$ cat src/rtl/eth_tx_fcs_insert.sv
`default_nettype none
// ============================================================================
//  Module   : eth_tx_fcs_insert
//  Purpose  : Ethernet transmit FCS inserter. Payload bytes are passed
//             straight through to the MAC with zero latency while being fed
//             (bit-reversed) to an external CRC-32 engine. After the last
//             payload byte (and optional zero padding) the CRC register is
//             captured in a single idle cycle, then emitted as four
//             complemented, bit-reversed FCS bytes.
//  Macro    : ETH_TX_PAD_EN - when defined, frames shorter than MIN_LEN bytes
//             are zero-padded up to MIN_LEN before the FCS. When undefined
//             there is no padding and MIN_LEN has no effect.
//  Ports    : i_sys_clk, i_rstn (async, active-low)
//             i_tx_data/i_tx_valid/i_tx_last/o_tx_ready : upstream byte stream
//             o_crc_data/o_crc_en/o_crc_done/i_fcs       : CRC-32 engine
//             o_mac_data/o_mac_valid/o_mac_last/i_mac_ready : MAC byte stream
//  Revision : 1.0 - initial release
// ============================================================================
module eth_tx_fcs_insert #(
    parameter int unsigned MIN_LEN = 60
) (
    input  logic        i_sys_clk,
    input  logic        i_rstn,
    input  logic [7:0]  i_tx_data,
    input  logic        i_tx_valid,
    input  logic        i_tx_last,
    output logic        o_tx_ready,
    output logic [7:0]  o_crc_data,
    output logic        o_crc_en,
    output logic        o_crc_done,
    input  logic [31:0] i_fcs,
    output logic [7:0]  o_mac_data,
    output logic        o_mac_valid,
    output logic        o_mac_last,
    input  logic        i_mac_ready
);

    typedef enum logic [2:0] {
        IDLE = 3'd0,
        DATA = 3'd1,
`ifdef ETH_TX_PAD_EN
        PAD  = 3'd2,
`endif
        CAPT = 3'd3,
        FCS  = 3'd4
    } state_t;

    state_t      state;
    logic [5:0]  count;
    logic [1:0]  k;
    logic [31:0] fcs_reg;

    logic [5:0]  count_base;
    logic [5:0]  count_next;
    logic [7:0]  fcs_byte;
    logic        accept;
    state_t      exit_state;

    function automatic logic [7:0] bitrev8(input logic [7:0] b);
        logic [7:0] r;
        for (int i = 0; i < 8; i++) begin
            r[i] = b[7-i];
        end
        return r;
    endfunction

    // Counter is cleared while idle, so the first byte of a frame counts as 1.
    assign count_base = (state == IDLE) ? 6'd0 : count;
    assign count_next = (count_base == 6'd63) ? 6'd63 : count_base + 6'd1;

    always_comb begin
        fcs_byte = 8'h00;
        case (k)
            2'd0: fcs_byte = ~bitrev8(fcs_reg[31:24]);
            2'd1: fcs_byte = ~bitrev8(fcs_reg[23:16]);
            2'd2: fcs_byte = ~bitrev8(fcs_reg[15:8]);
            2'd3: fcs_byte = ~bitrev8(fcs_reg[7:0]);
            default: fcs_byte = 8'h00;
        endcase
    end

`ifdef ETH_TX_PAD_EN
    localparam logic [5:0] MIN_LEN_C = MIN_LEN[5:0];
    assign exit_state = (count_next < MIN_LEN_C) ? PAD : CAPT;
`else
    logic unused_min_len;
    assign unused_min_len = ^MIN_LEN[5:0];
    assign exit_state     = CAPT;
`endif

    // Outputs are decoded from state so payload passes through with no
    // added latency; reset gating keeps the MAC side quiet while i_rstn is low.
    always_comb begin
        o_tx_ready  = 1'b0;
        o_mac_valid = 1'b0;
        o_mac_data  = 8'h00;
        o_mac_last  = 1'b0;
        o_crc_done  = 1'b0;
        if (i_rstn) begin
            case (state)
                IDLE, DATA: begin
                    o_tx_ready  = i_mac_ready;
                    o_mac_valid = i_tx_valid;
                    o_mac_data  = i_tx_data;
                end
`ifdef ETH_TX_PAD_EN
                PAD: begin
                    o_mac_valid = 1'b1;
                    o_mac_data  = 8'h00;
                end
`endif
                CAPT: begin
                    o_crc_done = 1'b1;
                end
                FCS: begin
                    o_mac_valid = 1'b1;
                    o_mac_data  = fcs_byte;
                    o_mac_last  = (k == 2'd3);
                end
                default: begin
                    o_tx_ready = 1'b0;
                end
            endcase
        end
    end

    // Payload and pad bytes feed the CRC; FCS bytes do not.
    assign accept     = o_mac_valid & i_mac_ready & (state != FCS);
    assign o_crc_en   = accept;
    assign o_crc_data = bitrev8(o_mac_data);

    always_ff @(posedge i_sys_clk or negedge i_rstn) begin
        if (!i_rstn) begin
            state   <= IDLE;
            count   <= 6'd0;
            k       <= 2'd0;
            fcs_reg <= 32'd0;
        end else begin
            case (state)
                IDLE, DATA: begin
                    if (state == IDLE) begin
                        count <= 6'd0;
                    end
                    if (accept) begin
                        count <= count_next;
                        state <= i_tx_last ? exit_state : DATA;
                    end
                end
`ifdef ETH_TX_PAD_EN
                PAD: begin
                    if (accept) begin
                        count <= count_next;
                        if (count_next == MIN_LEN_C) begin
                            state <= CAPT;
                        end
                    end
                end
`endif
                CAPT: begin
                    fcs_reg <= i_fcs;
                    k       <= 2'd0;
                    state   <= FCS;
                end
                FCS: begin
                    if (i_mac_ready) begin
                        k <= k + 2'd1;
                        if (k == 2'd3) begin
                            state <= IDLE;
                        end
                    end
                end
                default: begin
                    state <= IDLE;
                end
            endcase
        end
    end

endmodule
`default_nettype wire
$ cat config.mk
export PLATFORM = sky130hd
export DESIGN_NAME = eth_tx_fcs_insert
export DESIGN_NICKNAME = d
export VERILOG_FILES = /design/src/rtl/eth_tx_fcs_insert.sv
export SDC_FILE = /design/constraint.sdc
export NUM_CORES = 1
export LEC_CHECK = 0
export BUFFER_PORTS_ARGS = -buffer_cell sky130_fd_sc_hd__buf_2
export CORE_UTILIZATION = 45
export DETAILED_ROUTE_END_ITERATION = 7
export GPL_TIMING_DRIVEN = 0
export HOLD_SLACK_MARGIN = 0.05
export PLACE_DENSITY_LB_ADDON = 0.12
export SLEW_MARGIN = 25
export SYNTH_ARGS = -nofsm -noshare
export SYNTH_HDL_FRONTEND = slang
export SYNTH_SLANG_ARGS = --single-unit
export TNS_END_PERCENT = 10
$ cat constraint.sdc
create_clock -name i_sys_clk -period 1.8 [get_ports i_sys_clk]
set_input_delay 0.09 -clock i_sys_clk [delete_from_list [all_inputs] [get_ports i_sys_clk]]
set_output_delay 0.09 -clock i_sys_clk [all_outputs]
set_load 0.02 [all_outputs]
==> results of run 1 <==
==> cells in the final DEF (no fill, tap or decap), types with 3 or more instances in the layout <==
cell           count
buf_2             61
mux2_2             4
buf_6              9
dlygate4sd3_1     33
mux2_1            28
a21oi_1            4
buf_4             13
nand2_1           12
a32o_2             8
or4_1              5
or4_4              3
clkbuf_1           3
clkbuf_8           5
nor2b_4            3
ha_4               4
nor2b_1           20
dfrtp_1           35
==> how the worst min path moves through the flow <==
stage	startpoint	to	slack [ns]	depth (start not counted)
CTS	i_rstn	state[1]	-0.06	1
global route	i_tx_last	state[1]	0.07	2
floorplan	i_rstn	fcs_reg[0]	-0.21	0
detailed placement	i_rstn	state[1]	0.25	1
finish	i_tx_last	state[1]	0.07	2
global placement	i_rstn	state[1]	0.26	1
==> critical path: stages, from the launching register on <==
cell and delay [ns]:
dfrtp_2 0.47, ha_4 0.21, buf_4 0.15, nor2b_1 0.12, or4_4 0.43, a32o_2 0.26
buf_4 0.13, buf_4 0.15
==> kinds of logic (layout without fill, tap and decap cells) <==
| group | count (synthesis) | in the layout |
|---|---|---|
| muxes | 32 | 32 |
| AOI/OAI and AO/OA | 15 | 15 |
| adders and majority gates | 4 | 4 |
| DFF | 37 | 37 |
| buffers and inverters | 18 | 130 |
| and+or+nand+nor | 59 | 59 |
==> per-layer routing <==
layer  track usage, %  share of wire [%]  vias up
met5                0                  0        -
met3             3.67                7.7       10
li1                 -                  -      802
met4             9.64                1.6        0
met2             39.4                 49       66
met1             26.3                 42      743
==> through the flow <==
stage                     cell area [sq um]  hold WS [ns]  setup slack (ns)  util, %  cells
after global placement                 2370         0.262            -0.316     58.0    280
after CTS                              2880       -0.0584            -0.494     70.5    323
after detailed placement               2370         0.252            -0.321     58.0    280
after global routing                   2970        0.0710            -0.541     72.6    327
after floorplan                        1980        -0.206           -0.0405        -    165
final                                  2970        0.0684            -0.498     72.6    327
==> cell type report <==
| type | instances | share of cell area [%] |
|---|---|---|
| Clock buffer | 8 | 2.70 |
| Buffer | 14 | 3.84 |
| Inverter | 4 | 0.675 |
| Tap cell | 50 | 2.11 |
| Sequential cell | 37 | 31.3 |
| Timing Repair Buffer | 104 | 25.2 |
| Multi-Input combinational cell | 110 | 34.2 |
==> power groups by stage <==
stage	clock, uW	sequential, uW	combinational (uW)
2_1_floorplan	0	1420	907
3_5_place_dp	0	1490	1220
4_1_cts	564	1500	1450
5_1_grt	598	1570	1660
6_report	548	1510	1520
3_3_place_gp	0	1480	1210
==> what timing repair did <==
item / in CTS / in global routing
resized for setup: 20 / 14
pin swaps: 5 / 5
endpoints found under the setup margin: 17 / 19
hold buffers: 32 / 2
buffers inserted: 3 / 2
endpoints found under the hold margin: 69 / 37
==> summary.txt, run 1 <==
Run
  – Maxcap violations: 0

Cells and area
  – Area of the multi-input gates: 1010 sq um
  – Syn-to-layout area delta: 52.1%
  – Share of layout cells above drive strength 1: 44.0%
  – Max reg flops: 32
  – Layout fillers: 305
  – Final nets: 325
  – Ant diodes: 0
  – Storage cell area: 928 sq um

Synthesis
  – Count leader, synth: dfrtp_1
  – Seq/Total Area, Yosys: 47.5%
  – Asr flop ratio synth: 100%
  – Synth area leader: dfrtp_1
  – Synth area leaders: dfrtp_1 (47%), mux2_1 (16%), nor2b_1 (7.1%)
  – EDFF count, synth: 0
  – Multiplexer share of the synthesized area: 18.5%
  – Synth top area share: 47.5%
  – Adder-Cell Fraction of Synth Area: 2.57%
  – Synth Warn #: 0
  – Largest family of logic cells by synthesized area: simple AND/OR/NAND/NOR gates
  – Synth Area in Compound Gates: 6.35%
  – Synth cell types: 28
  – Post-synth top flop: dfrtp_1
  – Synthesized area: 1950 sq um
  – Syn Inst Count: 165
  – List of most frequent post-synthesis cells: dfrtp_1 (37), mux2_1 (28), nor2b_1 (22)
  – Syn Nets: 214
  – Post-Synth XOR/XNOR Area: 0%
  – Synth Area in Simple Gates: 19.3%
  – Synth Register Bits: 37
  – Average size of a mapped cell: 11.8 sq um

Global route
  – Number of antenna violations at the first check in global routing: 0
  – Largest net degree at the start of global routing: 41
  – Vias in the first global route: 1,567
  – Gr usage total: 22.2%
  – Gr ovfl total: 0
  – First-pass GRT wire length: 7230 um

Clocking
  – Worst-Skew Late Latency: 0.28 ns
  – Clock transition at the registers of the reported paths: 0.07 ns
  – Root Driver: clkbuf_8
  – CTS buffer count: 5
  – CTS Buffer Depth: 2
  – CTS tree: done
  – Clk sink count: 37
  – H-tree depth: 2

Detailed routing
  – TritonRoute pass-1 iters: 4
  – Via Count: 1,621
  – Vias/cell: 4.96
  – Total routed wirelength: 4870 um
  – DRT iter0 DRCs: 73
  – Detail Route Antenna Nets: 0
  – DRC: 0
  – Per-cell routed wire length: 14.9 um

Min path
  – Hold Crit Class: input pin to flop

Timing
  – Crit path time final: 2.30 ns
  – RSZ-0062 raised after global routing: true
  – Final Skew: 0.00358 ns
  – Final Hold Fails: 0
  – Fin Setup TNS: -6.69 ns
  – Setup ws final: -0.498 ns
  – Crit share post-route: 128%
  – Slew @ Worst Pin: 0.343 ns
  – Slew Limit Headroom: 77.1%
  – Fmax: 0.435 GHz
  – Final setup violation count: 16
  – Slew Viols, Final: 0

Power and ir drop
  – NetSw: 1200 uW
  – Peak supply drop: 0.727 mV
  – Pint: 2380 uW
  – Power Dens Cells: 1210 nW/um^2
  – Flop pwr share: 42.3%
  – Sw Share: 33.5%
  – Clock share of power: 15.3%
  – Leakage: 0.00143 uW
  – Power, Total: 3580 uW
  – Logic pwr share: 42.4%

Floorplanning
  – Initial Utilization: 47.7%
  – Io pins: 66
  – Core area: 4090 sq um
  – DIE WIDTH: 67.8 um
  – Die ar.: 4600 sq um
  – Die height: 67.8 um
  – Row cnt: 23

Worst setup path
  – CP required: 1.71 ns
  – Worst setup startpoint: k[0]
  – Worst-path fanout max: 6
  – Arrival @ worst endpoint: 2.21 ns
  – FF-to-FF path depth: 3
  – Reg-to-Reg End: fcs_reg[15]
  – Startpoint Class: flop
  – Worst reg2reg startpoint: state[2]
  – Crit path capture type: output pin
  – Worst setup endpoint: o_mac_data[6]
  – WS Path Type: flop to output pin
  – R2R setup slack: 0.28 ns

Placement
  – Final GP Congestion: 0.739
  – DP HPWL: 3010 um
  – Port Buf Inserts: 65

Outcome
  – Failing checks: negative setup slack
  – Status: finished, violations left
(Power assumes the default switching activity.)
==> inputs of run 2 (changes only) <==
- GPL_TIMING_DRIVEN: 0 -> unset
==> run 2 against run 1 <==
Net effect:
- the run still ends with negative setup slack left
- sequential share of layout area increased by 1.3 points
- clock power increased by 34%
- routed wire length decreased by 1.8%
==> summary.txt, run 2 (synthesis results as in run 1) <==
Cells and area
  – Layout fillers: 318
  – Max reg flops: 32
  – Final nets: 315
  – Most common cell after layout, fill and taps aside: buf_2
  – Most frequent cells in the layout: buf_2 (61), dfrtp_1 (34), dlygate4sd3_1 (33)
  – Ant diodes: 0
  – Syn-to-layout area delta: 46.2%
  – Finished Core Util: 69.8%
  – Share of layout cells above drive strength 1: 42.3%

Worst setup path
  – Crit path capture type: output pin
  – Max stage delay on crit path: 0.55 ns
  – CP cell instances: inv_2 > buf_6 > ha_4 > or4_4 > a32o_2 > buf_4
  – Slowest cell on crit path: or4_4
  – Startpoint Class: flop
  – CP required: 1.71 ns
  – Worst-path fanout max: 11
  – R2R setup slack: 0.24 ns
  – WS Path Type: flop to output pin
  – Arrival @ worst endpoint: 2.09 ns

Timing
  – Crit share post-route: 121%
  – Slew @ Worst Pin: 0.497 ns
  – Slew Limit Headroom: 66.9%
  – Setup ws final: -0.379 ns
  – Final setup violation count: 16
  – RSZ-0062 raised after global routing: true
  – Final Hold Fails: 0
  – Fmax: 0.459 GHz
  – Fin Setup TNS: -5.67 ns
  – Slew Viols, Final: 0
  – Final Skew: 0.00497 ns
  – Crit path time final: 2.18 ns

Power and ir drop
  – Peak supply drop: 0.801 mV
  – Sw Share: 31.7%
  – Logic pwr share: 39.4%
  – Power, Total: 3720 uW
  – Flop pwr share: 40.9%
  – NetSw: 1180 uW
  – Leakage: 0.00138 uW
  – Power Dens Cells: 1300 nW/um^2
  – Pint: 2540 uW
  – Clock share of power: 19.7%

Global route
  – Largest net degree at the start of global routing: 40
  – Gr usage total: 22.7%
  – Vias in the first global route: 1,610
  – First-pass GRT wire length: 7490 um
  – Gr ovfl total: 0
  – Number of antenna violations at the first check in global routing: 0

Floorplanning
  – DIE WIDTH: 67.8 um
  – Die ar.: 4600 sq um
  – Core area: 4090 sq um
  – Row cnt: 23
  – Die height: 67.8 um
  – Io pins: 66
  – Initial Utilization: 47.7%

Detailed routing
  – Vias/cell: 5.11
  – Detail Route Antenna Nets: 0
  – DRT iter0 DRCs: 83
  – DRC: 0
  – TritonRoute pass-1 iters: 4
  – Total routed wirelength: 4780 um
  – Per-cell routed wire length: 15.1 um
  – Via Count: 1,619

Placement
  – Port Buf Inserts: 65
  – DP HPWL: 3190 um
  – Final GP Congestion: 0.763
  – Pre-CTS setup slack: -0.105 ns

Clocking
  – CTS buffer count: 5
  – CTS tree: done
  – Worst-Skew Late Latency: 0.28 ns
  – Root Driver: clkbuf_8
  – H-tree depth: 2
  – Clock transition at the registers of the reported paths: 0.07 ns
  – CTS Buffer Depth: 2
  – Clk sink count: 37

Run
  – Maxcap violations: 0

Outcome
  – Failing checks: negative setup slack
  – Status: finished, violations left

Min path
  – Hold Crit Class: input pin to flop
-- run 2: worst paths after layout --
kind                            start            end  cells after the start
max in group asynchronous      i_rstn           k[1]                      3
setup reg to reg             state[2]    fcs_reg[13]                      2
hold / removal              i_tx_last       state[1]                      2
setup / recovery                 k[1]  o_mac_data[4]                      6
min in group asynchronous      i_rstn    fcs_reg[25]                      3
hold reg to reg            fcs_reg[2]     fcs_reg[2]                      1
-- run 2: stage by stage --
step | cells | instance area, sq um | hold slack (ns)
floorplan | 165 | 1980 | -0.206
global placement | 275 | 2330 | 0.185
detailed placement | 275 | 2330 | 0.199
CTS | 316 | 2830 | 0.0679
global route | 317 | 2850 | 0.0731
finish | 317 | 2850 | 0.0707
-- run 2: routing by layer --
metal | track usage, % | share of wire [%]
met5 | 0 | 0
met4 | 7.81 | 1.4
met3 | 4.67 | 4.9
met2 | 39.4 | 50
met1 | 27.9 | 43
-- run 2: critical path: cells and delay by family, from the launching register on --
| family | cells | cell delay (ns) |
|---|---|---|
| adders and majority gates | 1 | 0.18 |
| and+or+nand+nor | 1 | 0.55 |
| AOI/OAI and AO/OA | 1 | 0.30 |
| DFF | 1 | 0.42 |
| buffers and inverters | 3 | 0.35 |
-- run 2: repair_timing --
item | 4_1_cts | 5_1_grt
setup endpoints to repair | 17 | 19
gates resized for setup | 10 | 7
hold buffers | 33 | 0
hold endpoints to repair | 69 | 0
pin swaps | 0 | 2
buffers inserted | 0 | 1
-- run 2: layout make-up --
type | count | area (sq um) | area share, %
timing repair buffer | 108 | 748 | 26.2
sequential | 37 | 930 | 32.6
clock buffer | 7 | 86.3 | 3.03
clock inverter | 1 | 30.0 | 1.05
inverter | 4 | 15.0 | 0.526
tap | 50 | 62.6 | 2.19
multi-input combinational | 110 | 981 | 34.4
-- run 2: power groups by stage --
stage                     clock network (uW)  registers [uW]  logic (uW)
after detailed placement                   0            1530        1250
after CTS                                755            1520        1420
after global placement                     0            1520        1190
after floorplan                            0            1420         907
final                                    732            1520        1460
after global routing                     792            1580        1610
==> inputs of run 3 (changes only) <==
- CORE_UTILIZATION: 45 -> 52
- PLACE_DENSITY: unset -> 0.82
- PLACE_DENSITY_LB_ADDON: 0.12 -> unset
- clock period: 1.8 -> 2.8 ns (I/O delays scaled with it)
==> run 3 against run 2 <==
Net effect:
- worst setup slack improved by 0.82 ns
- critical path depth fell by 1
- sequential power fell by 37%
- the run now ends clean
- cell count fell by 15%
- critical endpoint is now o_crc_data[4]
- clock-buffer cell count did not move
- clock skew barely moved
- power fell by 46%
- register-to-register slack improved by 0.99 ns
- via count fell by 12%
- flip-flop and latch count did not move
==> summary.txt, run 3 (synthesis results as in run 1) <==
Worst setup path
  – Slowest cell on crit path: or4_1
  – WS Path Type: flop to output pin
  – Arrival @ worst endpoint: 2.22 ns
  – Startpoint Class: flop
  – Crit path capture type: output pin
  – Buf/Inv on CP: 2
  – Worst-path fanout max: 16
  – Max stage delay on crit path: 0.61 ns
  – CP required: 2.66 ns
  – CP delay by family, top: simple AND/OR/NAND/NOR gates
  – CP cell instances: inv_1 > ha_1 > or4_1 > a32o_1 > buf_2

Clocking
  – Post-cts sizing count: 0
  – Cts hold-fix bufs: 1
  – CTS buffer count: 5
  – CTS tree: done
  – Post-CTS Setup Bufs: 0
  – Clk sink count: 37
  – CTS Buffer Depth: 2
  – Root Driver: clkbuf_8
  – Clock transition at the registers of the reported paths: 0.07 ns
  – H-tree depth: 2
  – Worst-Skew Late Latency: 0.29 ns

Detailed routing
  – Via Count: 1,428
  – Vias/cell: 5.27
  – Per-cell routed wire length: 13.6 um
  – DRC: 0
  – Total routed wirelength: 3700 um
  – TritonRoute pass-1 iters: 4
  – DRT iter0 DRCs: 69
  – Detail Route Antenna Nets: 0

Cells and area
  – Ant diodes: 0
  – Most frequent cells in the layout: buf_2 (65), dfrtp_1 (37), mux2_1 (28)
  – Syn-to-layout area delta: 19.9%
  – Share of layout cells above drive strength 1: 36.4%
  – Finished Core Util: 67.4%
  – Max reg flops: 32
  – Most common cell after layout, fill and taps aside: buf_2
  – Final nets: 274

Timing
  – Crit share post-route: 84.1%
  – RSZ-0062 raised after global routing: false
  – Final Skew: 0.00481 ns
  – Slew Limit Headroom: 55.4%
  – Crit path time final: 2.36 ns
  – Setup ws final: 0.444 ns
  – Slew Viols, Final: 0
  – Fin Setup TNS: 0 ns
  – Fmax: 0.424 GHz
  – Final Hold Fails: 0
  – Slew @ Worst Pin: 0.666 ns
  – Final setup violation count: 0

Floorplanning
  – DIE WIDTH: 63.2 um
  – Io pins: 66
  – Initial Utilization: 56.2%
  – Row cnt: 21
  – Die height: 63.2 um
  – Die ar.: 4000 sq um
  – Core area: 3470 sq um

Power and ir drop
  – Sw Share: 33.0%
  – Flop pwr share: 48.1%
  – Logic pwr share: 33.7%
  – Power Dens Cells: 858 nW/um^2
  – Clock share of power: 18.2%
  – Peak supply drop: 0.454 mV
  – Leakage: 0.00115 uW
  – NetSw: 661 uW
  – Pint: 1340 uW

Min path
  – Hold Crit Class: input pin to flop

Placement
  – DP HPWL: 2790 um
  – Final GP Congestion: 0.788
  – Port Buf Inserts: 65
  – Pre-CTS setup slack: 0.766 ns

Global route
  – First-pass GRT wire length: 6400 um
  – Gr usage total: 21.3%
  – Gr ovfl total: 0
  – Largest net degree at the start of global routing: 40
  – Vias in the first global route: 1,368
  – Number of antenna violations at the first check in global routing: 0

Run
  – Maxcap violations: 0

Outcome
  – Status: finished, final reports clean
-- run 3: cell type report --
type	count	area, sq um
clock buffer	7	86.3
sequential	37	926
tap	46	57.6
inverter	4	15.0
multi-input combinational	110	911
fill	287	1130
timing repair buffer	67	343
-- run 3: power groups by stage --
stage	clock network, uW	registers (uW)	logic (uW)
final	366	964	676
after global routing	394	1000	759
after CTS	379	966	681
after detailed placement	0	977	676
after global placement	0	963	655
after floorplan	0	912	556
-- run 3: final timing paths --
| check | from | end | slack (ns) | cells after the start |
|---|---|---|---|---|
| max in group asynchronous | i_rstn | fcs_reg[0] | 1.99 | 3 |
| worst max-delay path | k[0] | o_crc_data[4] | 0.44 | 5 |
| worst min-delay path | i_fcs[13] | fcs_reg[13] | 0.06 | 2 |
| worst min register to register | fcs_reg[26] | fcs_reg[26] | 0.50 | 1 |
| min in group asynchronous | i_rstn | state[1] | 0.47 | 3 |
| worst max register to register | state[1] | state[1] | 1.23 | 3 |
-- run 3: per-stage QoR --
| step | instance area [sq um] | hold slack (ns) | total power [uW] | std cells |
|---|---|---|---|---|
| 2_1_floorplan | 1950 | -0.156 | 1470 | 165 |
| 3_3_place_gp | 2240 | 0.250 | 1620 | 263 |
| 3_5_place_dp | 2240 | 0.259 | 1650 | 263 |
| 4_1_cts | 2340 | 0.0510 | 2030 | 271 |
| 5_1_grt | 2340 | 0.0527 | 2150 | 271 |
| 6_report | 2340 | 0.0551 | 2010 | 271 |
-- run 3: layer usage --
metal | GRT usage (%) | wire length (um)
met3 | 4.89 | 241
met5 | 0 | 0
met2 | 30.2 | 1630
met4 | 10.2 | 44
met1 | 30.5 | 1790
